## config.mk

```make
export PLATFORM = sky130hd
export DESIGN_NAME = dmem_arbiter
export DESIGN_NICKNAME = d
export VERILOG_FILES = /design/src/rtl/dmem_arbiter.sv
export SDC_FILE = /design/constraint.sdc
export NUM_CORES = 1
export LEC_CHECK = 0
export ABC_AREA = 1
export CORE_AREA = 2 2 91 93
export DETAILED_ROUTE_END_ITERATION = 8
export DIE_AREA = 0 0 93 95
export PLACE_DENSITY = 0.8
export SLEW_MARGIN = 20
export SYNTH_ARGS = -nofsm -noshare
export SYNTH_HDL_FRONTEND = slang
export SYNTH_SLANG_ARGS = --single-unit
```

## constraint.sdc

```tcl
create_clock -name clk -period 4.35 [get_ports clk]
set_clock_uncertainty 0.15 [all_clocks]
set_input_delay 0.87 -clock clk [delete_from_list [all_inputs] [get_ports clk]]
set_output_delay 0.87 -clock clk [all_outputs]
set_load 0.03 [all_outputs]
```

## src/rtl/dmem_arbiter.sv

```systemverilog
// Data-RAM arbiter between the core memory stage and an external loader/debug port.
// Build option: define DMEM_ARB_RR_EN for round-robin conflict resolution (default: fixed priority with starvation limit).
module dmem_arbiter #(
    parameter int unsigned ADDR_W   = 10,
    parameter int unsigned DATA_W   = 32,
    parameter int unsigned MAX_WAIT = 4
) (
    input  logic              clk,
    input  logic              rst,

    input  logic              core_en,
    input  logic              core_we,
    input  logic [ADDR_W-1:0] core_addr,
    input  logic [DATA_W-1:0] core_wdata,
    output logic              core_stall,
    output logic [DATA_W-1:0] core_rdata,
    output logic              core_rvalid,

    input  logic              ext_req,
    input  logic              ext_we,
    input  logic [ADDR_W-1:0] ext_addr,
    input  logic [DATA_W-1:0] ext_wdata,
    output logic              ext_gnt,
    output logic [DATA_W-1:0] ext_rdata,
    output logic              ext_rvalid,

    output logic              ram_en,
    output logic              ram_we,
    output logic [ADDR_W-1:0] ram_addr,
    output logic [DATA_W-1:0] ram_din,
    input  logic [DATA_W-1:0] ram_dout
);

    localparam int unsigned CNT_W = (MAX_WAIT < 1) ? 1 : $clog2(MAX_WAIT + 1);

    logic             conflict;
    logic             ext_pri;
    logic             core_win;
    logic             ext_win;
    logic [CNT_W-1:0] wait_cnt;
    logic [CNT_W-1:0] wait_cnt_nxt;
    logic [1:0]       tag;
    logic [1:0]       tag_nxt;

`ifdef DMEM_ARB_RR_EN
    // last_owner: 0 = core, 1 = ext; the other side wins the next conflict
    logic last_owner;

    always_comb begin
        ext_pri = ~last_owner;
    end

    always_ff @(posedge clk) begin
        if (rst) begin
            last_owner <= 1'b0;
        end else if (conflict) begin
            last_owner <= ext_win;
        end
    end

    always_comb begin
        wait_cnt_nxt = '0;
    end
`else
    localparam logic [CNT_W-1:0] WAIT_MAX = CNT_W'(MAX_WAIT);

    always_comb begin
        ext_pri = (wait_cnt == WAIT_MAX);
    end

    // Count consecutive denied ext cycles, saturating at the starvation limit
    always_comb begin
        wait_cnt_nxt = wait_cnt;
        if (!ext_req || ext_win) begin
            wait_cnt_nxt = '0;
        end else if (wait_cnt != WAIT_MAX) begin
            wait_cnt_nxt = wait_cnt + CNT_W'(1);
        end
    end
`endif

    // Same-cycle grant decision
    always_comb begin
        conflict   = core_en & ext_req;
        ext_win    = ext_req & (~core_en | ext_pri);
        core_win   = core_en & ~ext_win;
        core_stall = core_en & ~core_win;
        ext_gnt    = ext_win;
    end

    // Winner drives the RAM port; idle port is fully zeroed
    always_comb begin
        ram_en   = 1'b0;
        ram_we   = 1'b0;
        ram_addr = '0;
        ram_din  = '0;
        if (core_win) begin
            ram_en   = 1'b1;
            ram_we   = core_we;
            ram_addr = core_addr;
            ram_din  = core_wdata;
        end else if (ext_win) begin
            ram_en   = 1'b1;
            ram_we   = ext_we;
            ram_addr = ext_addr;
            ram_din  = ext_wdata;
        end
    end

    always_comb begin
        tag_nxt = {core_win & ~core_we, ext_win & ~ext_we};
    end

    always_ff @(posedge clk) begin
        if (rst) begin
            wait_cnt <= '0;
            tag      <= 2'b00;
        end else begin
            wait_cnt <= wait_cnt_nxt;
            tag      <= tag_nxt;
        end
    end

    // Read data is steered to whichever owner issued last cycle's read
    always_comb begin
        core_rvalid = tag[1];
        ext_rvalid  = tag[0];
        core_rdata  = tag[1] ? ram_dout : '0;
        ext_rdata   = tag[0] ? ram_dout : '0;
    end

endmodule

```

==> impl_results.md <==
* Most frequent cells in the layout: clkdlybuf4s50_1 (222), nand2_1 (114), nand3_1 (86), inv_1 (72), buf_4 (16)
* RSZ-0062 raised after global routing: false
* Final setup fails at 0
* GR peak layer: met2
* Fin crit period at roughly 3.6 ns
* Clock transition at path regs at roughly 0.030 ns
* Fmax at between 200 and 300 MHz
* Io pins at 234
* Dpl hpwl at slightly above 6000 um
* Final Max Tran Viols at 0
* Core box area at approximately 0.0079 mm2
* CP Cell Sequence: clkdlybuf4s50_1, nand2_1, buf_4, nand3_1, nand2_1, clkdlybuf4s50_1
* Crit path max fanout at 22
* Total gr overflow at 0
* Syn_nets at 438
* CTS tree: yes
* Sequential cell area fraction in the yosys report at 6.908%
* Max_slew headroom at between 20 and 30%
* Worst slew pin tran at approximately 1.1 ns
* Number of antenna diodes at 0
* Quantity of hold-fixing buffers added after cts at 0
* Initial antenna violation count at 0
* Slowest-stage cell, CP: clkdlybuf4s50_1
* Htree depth at 1
* Die X at 93 um
* CTS sink count at 5
* Placed inst area at about 0.0038 mm2
* Max-cap violations at 0
* Hold WC Path Type: reg -> reg
* Yosys cell types at 16
* Top post-synthesis cells by area: nand3_1 (30%), nand2_1 (30%), inv_1 (19%), dfxtp_1 (6.9%), buf_2 (3.8%)
* Fin Hold WS at 0.2839 ns
* Bufs and invs on worst path at 3
* Die area at 0.008835 mm2
* Period utilization at between 80% and 90%
* Max incr delay on CP at about 0.7 ns
* Clk root buf: clkbuf_8
* Share of post-route cells with drive strength above 1 at approximately 4.5%
* CTS resizes at 0
* Reg2Reg Setup Slack at ~2.6 ns
* Vias in the first global route at ~2400
* Power, Total at 0.5088 mW
* First-pass GRT wire length at between 10000 and 15000 um
* Largest net degree at the start of global routing at 47
* # Post-CTS Setup Buffers at 0
* Status: finished, final reports clean
* Crit path arrival time at about 2.6 ns
* CTS Buffer Depth at 2
* Die Span Y at between 90 and 100 um
* Leak pwr at ~2.1 nW
* Pwr per Cell Area at between 100 and 150 mW/mm2
* Synth Warn # at 0
* Site Rows at 33
* Peak supply drop at approximately 0.070 mV
* Met1 track demand over resource at 14.97%
* Total wire length at between 7000 and 8000 um
* CTS buffer count at 3
* Initial DRC count at between 70 and 80
* Post-Syn Area at 0.001449 mm2
* DRC violation count after routing at 0
* CP endpoint kind: output port
* Syn avg cell area at about 4.6 um2
* Util after Layout at approximately half
* Routed wire per std cell at about 12 um
* Required @ worst endpoint at 3.33 ns
* Grt met3 use at between 3 and 4%
* Fill count at 775
* Buffers on Ports at ~230
* Clk_lat worst skew at roughly 0.22 ns
* CP Class: in -> out
* Post-synthesis cell count at 314
* Crit path launch type: input port
* Tot GR Track Use at 15.03%
* Starting Density at between 10% and 20%
* Grt met2 use at ~30%
* Layout Nets at approximately 660
* Synth area leader: nand3_1
* Via-per-instance ratio at about 4.2
* Most common cell after layout, fill and taps aside: clkdlybuf4s50_1
* Cell class contributing the biggest share of worst-path delay: buffers and inverters
* Number of synthesized register bits at 5
* Hold Fails Final Rpt at 0
* Setup TNS at 0 ns
* Antenna-violating nets left at 0
* Vias at around 2700
* Final instance area at around 0.0038 mm2
* DRT Pass-1 Iters at 4
* Area Overhead vs Synth at 164.8%
* Placer Congestion at 0.7367
* Post-synth top area share at 29.71%
[worst paths after layout]
| check | end | cells after the start | from |
|---|---|---|---|
| max reg2reg | tag[1]$_SDFF_PP0_ | 8 | wait_cnt[0]$_SDFFE_PP0P_ |
| max | ram_din[4] | 6 | ext_req |
| min | wait_cnt[0]$_SDFFE_PP0P_ | 1 | wait_cnt[0]$_SDFFE_PP0P_ |
| min reg2reg | wait_cnt[0]$_SDFFE_PP0P_ | 1 | wait_cnt[0]$_SDFFE_PP0P_ |
[layout make-up]
class                      instances  area, um2  area share [%]
clock buffer                       4      45.04           1.174
inverter                          72      270.3           7.045
multi-input combinational        212      940.9           24.53
sequential                         5      101.3           2.642
tap                              105      131.4           3.425
timing repair buffer             239       2347           61.19
[cell families after synthesis]
group           share of synthesized area (%)
compound gates                         0.3451
fa+ha+maj                               1.727
simple gates                            62.26
flops                                   6.909
xor+xnor                               0.6046
buf+inv                                 28.15
[routing by layer]
metal	part of all wire, %	up-vias
met5	0	-
met4	1.9	0
met3	12	12
met2	52	165
met1	34	1154
li1	-	1374
[Yosys cell counts]
| cell | count |
|---|---|
| nand2_1 | 114 |
| buf_2 | 11 |
| dfxtp_1 | 5 |
| or2_2 | 1 |
| inv_1 | 72 |
| xnor2_1 | 1 |
| nand2_2 | 1 |
| buf_1 | 2 |
| nor2_1 | 4 |
| nor3_1 | 1 |
| o21ai_0 | 1 |
| ha_1 | 2 |
| nand2_4 | 1 |
| clkbuf_1 | 8 |
| buf_6 | 4 |
| nand3_1 | 86 |
[through the flow]
stage,cells,worst slack [ns]
5_1_grt,637,0.6527
6_report,637,0.7703
3_3_place_gp,633,0.7943
4_1_cts,637,0.7742
2_1_floorplan,314,1.596
3_5_place_dp,633,0.7742
[flip-flops by register name, summed over array words and instances, names as in the netlist]
register  flops
wait_cnt      3
tag           2
[worst reg2reg max path, stage by stage (launching register included)]
cell,delay [ns]
dfxtp_1,0.34
inv_1,0.05
ha_1,0.20
nand2_2,0.10
nand2_4,0.20
nand2_1,0.16
buf_4,0.27
nand2_1,0.09
nor2_1,0.10
[report_power, final]
part	internal [mW]	switching, mW
logic	0.190	0.180
registers	0.0473	0.00552
clock network	0.0629	0.0228
Power figures use the tool's default switching activity.
